--- config.mk ---
export PLATFORM = sky130hd
export DESIGN_NAME = serial_frame_deserializer
export DESIGN_NICKNAME = d
export VERILOG_FILES = /design/src/rtl/serial_frame_deserializer.sv
export SDC_FILE = /design/constraint.sdc
export NUM_CORES = 1
export LEC_CHECK = 0
export BUFFER_PORTS_ARGS = -buffer_cell sky130_fd_sc_hd__buf_2
export CAP_MARGIN = 20
export CORE_ASPECT_RATIO = 1.2
export CORE_MARGIN = 1
export CORE_UTILIZATION = 53
export DETAILED_ROUTE_END_ITERATION = 10
export GPL_ROUTABILITY_DRIVEN = 0
export GPL_TIMING_DRIVEN = 0
export PLACE_DENSITY_LB_ADDON = 0.2
export SLEW_MARGIN = 5
export SYNTH_ARGS = -nofsm -noshare
export SYNTH_HDL_FRONTEND = slang
export SYNTH_SLANG_ARGS = --single-unit
--- constraint.sdc ---
create_clock -name clk -period 1.69 [get_ports clk]
set_input_delay 0.338 -clock clk [delete_from_list [all_inputs] [get_ports clk]]
set_output_delay 0.338 -clock clk [all_outputs]
set_load 0.02 [all_outputs]
--- src/rtl/serial_frame_deserializer.sv ---
// Serial frame deserializer: recovers start/data/stop framed words from a
// 1-bit line sampled on s_en strobes and presents them on a valid/ready port.
//
// Output handshake: m_valid means m_data holds an unconsumed word; the word
// transfers on any rising edge where m_valid && m_ready. A new word may load
// on the same edge as a transfer, in which case m_valid stays high.
module serial_frame_deserializer #(
    parameter int DATA_W    = 8,
    parameter bit LSB_FIRST = 1'b1
) (
    input  logic              clk,
    input  logic              rst,
    input  logic              s_in,
    input  logic              s_en,
    output logic [DATA_W-1:0] m_data,
    output logic              m_valid,
    input  logic              m_ready,
    output logic              frame_err,
    output logic              overrun
);

    localparam int CNT_W = (DATA_W > 2) ? $clog2(DATA_W) : 1;
    localparam logic [CNT_W-1:0] CNT_LAST = CNT_W'(DATA_W - 1);

    // WAIT_HI holds off new start bits after a bad stop until the line is
    // seen high, so a low stop bit is never mistaken for a start bit.
    typedef enum logic [1:0] {
        IDLE    = 2'd0,
        DATA    = 2'd1,
        STOP    = 2'd2,
        WAIT_HI = 2'd3
    } state_t;

    state_t             state;
    state_t             state_nxt;
    logic [CNT_W-1:0]   cnt;
    logic [CNT_W-1:0]   cnt_nxt;
    logic [DATA_W-1:0]  sr;
    logic [DATA_W-1:0]  sr_nxt;
    logic               load;
    logic               drop;
    logic               bad_stop;

    // Next-state, bit counter, shift register and frame-completion decode.
    always_comb begin
        state_nxt = state;
        cnt_nxt   = cnt;
        sr_nxt    = sr;
        load      = 1'b0;
        drop      = 1'b0;
        bad_stop  = 1'b0;
        if (s_en) begin
            case (state)
                IDLE: begin
                    if (!s_in) begin
                        state_nxt = DATA;
                        cnt_nxt   = '0;
                    end
                end
                DATA: begin
                    if (LSB_FIRST) begin
                        sr_nxt = {s_in, sr[DATA_W-1:1]};
                    end else begin
                        sr_nxt = {sr[DATA_W-2:0], s_in};
                    end
                    if (cnt == CNT_LAST) begin
                        cnt_nxt   = '0;
                        state_nxt = STOP;
                    end else begin
                        cnt_nxt = cnt + 1'b1;
                    end
                end
                STOP: begin
                    if (s_in) begin
                        state_nxt = IDLE;
                        if (!m_valid || m_ready) begin
                            load = 1'b1;
                        end else begin
                            drop = 1'b1;
                        end
                    end else begin
                        state_nxt = WAIT_HI;
                        bad_stop  = 1'b1;
                    end
                end
                WAIT_HI: begin
                    if (s_in) begin
                        state_nxt = IDLE;
                    end
                end
                default: begin
                    state_nxt = IDLE;
                end
            endcase
        end
    end

    // Receiver state register, counter and shift register.
    always_ff @(posedge clk) begin
        if (rst) begin
            state <= IDLE;
            cnt   <= '0;
            sr    <= '0;
        end else begin
            state <= state_nxt;
            cnt   <= cnt_nxt;
            sr    <= sr_nxt;
        end
    end

    // Output word register and valid flag; a load wins over a transfer.
    always_ff @(posedge clk) begin
        if (rst) begin
            m_data  <= '0;
            m_valid <= 1'b0;
        end else if (load) begin
            m_data  <= sr;
            m_valid <= 1'b1;
        end else if (m_valid && m_ready) begin
            m_valid <= 1'b0;
        end
    end

    // Status: one-cycle frame error pulse and sticky overrun flag.
    always_ff @(posedge clk) begin
        if (rst) begin
            frame_err <= 1'b0;
            overrun   <= 1'b0;
        end else begin
            frame_err <= bad_stop;
            if (drop) begin
                overrun <= 1'b1;
            end
        end
    end

endmodule

==> summary.txt <==
Yosys
  • Syn avg cell area: approximately 10 µm²
  • Flops & latches, synth: 24
  • Syn_nets: around 100
  • Synthesis Warnings: 0
  • Register area share after synthesis: 0.4842
  • Synth Cell Area: 992.2 µm²
  • Synth top area share: 0.4842
  • Syn Inst Count: between 90 and 100
  • Area leader, netlist: dfxtp_1
  • Yosys cell types: 21
  • Synth area leaders: dfxtp_1, mux2i_1, nand2b_1, nor2_1, ha_1

Status
  • Status: finished clean

Critical path
  • CP cell instances: ha_1 -> ha_1 -> or4b_1 -> a21oi_1
  • Setup crit end kind: flip-flop
  • Crit path max-delay family: simple AND/OR/NAND/NOR gates
  • Crit. path cell count: 4
  • Most used cell, CP: ha_1
  • Critical path arrival: 1.68 ns
  • Critical path class: reg2reg
  • CP bufs+invs: 0
  • CP Launch Type: flip-flop
  • Max incr delay on CP: ~0.5 ns
  • Req. time, crit path: between 1.5 and 2 ns
  • Worst Path Max Fanout: 3
  • R2R depth: 4
  • Slowest CP cell: or4b_1

Place
  • Pre-CTS WS: 0.2819 ns
  • DP HPWL: approximately 1100 µm
  • DP Area: ~1100 µm²
  • Inst Count DP: 130
  • Count of input and output buffers: 15

Detailed routing
  • Number of routed nets with antenna violations: 0
  • DR vias/cell: about 5.3
  • Wire per inst: approximately 11 µm
  • Initial DRC count: 7
  • Final WL: approximately 1500 µm
  • DRC Markers: 0
  • Via count: 700
  • DR pass1 iterations: 3

Timing
  • Layout Skew: around 0.0024 ns
  • Final setup fails: 0
  • Fmax: between 0.7 and 0.8 GHz
  • Slew margin rel.: 0.7218
  • Setup ws final: approximately 0.27 ns
  • Tightest Pin Transition: 0.4173 ns
  • RSZ-0062 raised after global routing: no
  • Final Cycle Share: 0.8416
  • Tmin final: 1.422 ns
  • Total Neg Setup Slack: 0 ns
  • Endpoints failing hold: 0
  • Slew Viols, Final: 0

GRT
  • GRT Overall Usage: 0.1676
  • Largest net degree at the start of global routing: 13
  • Overflow after GRT: 0
  • Global-route wire length before repair: 2697 µm
  • GR Util met3: 0.02222
  • Met1 GRT Util: 0.2136
  • Busiest layer in global routing: met2
  • Vias in the first global route: approximately 630
  • Met2 Use GR: 0.2760
  • Initial antenna violation count: 0

Cells and area
  • Area grow syn2layout: 12.11%
  • Fraction of layout cells with a size suffix above 1: 0.2000
  • Most common cell after layout, fill and taps aside: dfxtp_1
  • Ant. Diodes: 0
  • Util after Layout: 0.6537
  • Fill cells: approximately 150
  • Nets: 124
  • Design area: ~1100 µm²
  • Fin cells: roughly 130
  • Most frequent cells in the layout: dfxtp_1, nand2b_1, mux2i_1

Floorplanning
  • Rows: 16
  • Die ar.: roughly 2000 µm²
  • Die height: roughly 49 µm
  • Die X: 41.50 µm
  • I/O pins: 16
  • Initial Utilization: 0.5831
  • Core Region: between 1500 and 2000 µm²

Clock tree
  • Hold buffer count at CTS: 0
  • CTS clock-pin slew for the worst setup and hold paths: about 0.12 ns
  • Sink Count: 24
  • Htree depth: 1
  • Post-cts repair resize count: 0
  • Clock latency on the worst-skew pair: roughly 0.31 ns
  • Longest Clk Path Bufs: 2
  • CTS tree: yes
  • Clk root buf: clkbuf_4
  • Setup Fix Bufs, Post-CTS: 0
  • TritonCTS Buffers: 3

Flow run
  • Max Cap Viol: 0

Min path
  • Hold crit path type: in2reg
  • Hold Crit Depth: 2

Power and ir drop
  • Worst vdd ir: 0.5326 mV
  • Power Density: just under 800 nW/µm²
  • Pleak: 0.4274 nW
## sequential cells by signal, indices dropped and copies added, names as in the netlist
signal and cells:
m_data 8, overrun 1, m_valid 1, frame_err 1
state 2, cnt 3, sr 8
## layout make-up
type | count | area [µm²] | share of cell area
Buffer | 5 | 30.03 | 0.02700
Multi-Input combinational cell | 68 | 481.7 | 0.4331
Timing Repair Buffer | 15 | 75.07 | 0.06749
Sequential cell | 24 | 480.5 | 0.4319
Tap cell | 18 | 22.52 | 0.02025
Clock buffer | 3 | 22.52 | 0.02025
## power breakdown
part / leakage, nW / internal [mW] / switching (mW) / total, mW
Sequential: 0.194 / 0.569 / 0.00430 / 0.574
Clock: 0.0138 / 0.0835 / 0.160 / 0.244
Combinational: 0.220 / 0.0252 / 0.0242 / 0.0494
## synthesized netlist by cell type
cell type,n
dfxtp_1,24
nand2b_1,18
mux2i_1,17
nor2_1,10
a21oi_1,4
o21ai_0,4
buf_4,3
clkbuf_1,2
ha_1,2
nand2_1,2
a2bb2oi_1,1
a311oi_1,1
a31oi_1,1
and2b_1,1
and3b_2,1
nand3b_1,1
nand4b_1,1
nor2b_1,1
nor3_1,1
o21ba_2,1
or4b_1,1
## layer usage
layer | share of wire | up-vias | wire [µm]
met5 | 0 | - | 0
met2 | 0.47 | 10 | 720
met4 | 0.028 | 0 | 42
met1 | 0.47 | 314 | 719
li1 | - | 371 | -
met3 | 0.027 | 5 | 41
## stage by stage
step	total power, mW	hold slack [ns]
after detailed placement	0.6364	0.4602
after global routing	0.9014	0.2639
after floorplan	0.6207	0.4154
after CTS	0.8816	0.2389
after global placement	0.6353	0.4567
final	0.8670	0.2544
## final timing paths
kind	to	start	slack (ns)
setup reg to reg	cnt[0]	cnt[0]	0.27
hold / removal	frame_err	s_in	0.25
hold reg to reg	m_data[4]	m_data[4]	0.48
setup / recovery	cnt[0]	cnt[0]	0.27
## logic make-up after synthesis
kind of cell	count (synthesis)	synth area share
compound gates	12	0.07441
fa+ha+maj	2	0.02522
buf+inv	5	0.03027
flops	24	0.4842
mux	17	0.1715
simple gates	37	0.2144
No activity file was read; power rests on OpenSTA's default activity.
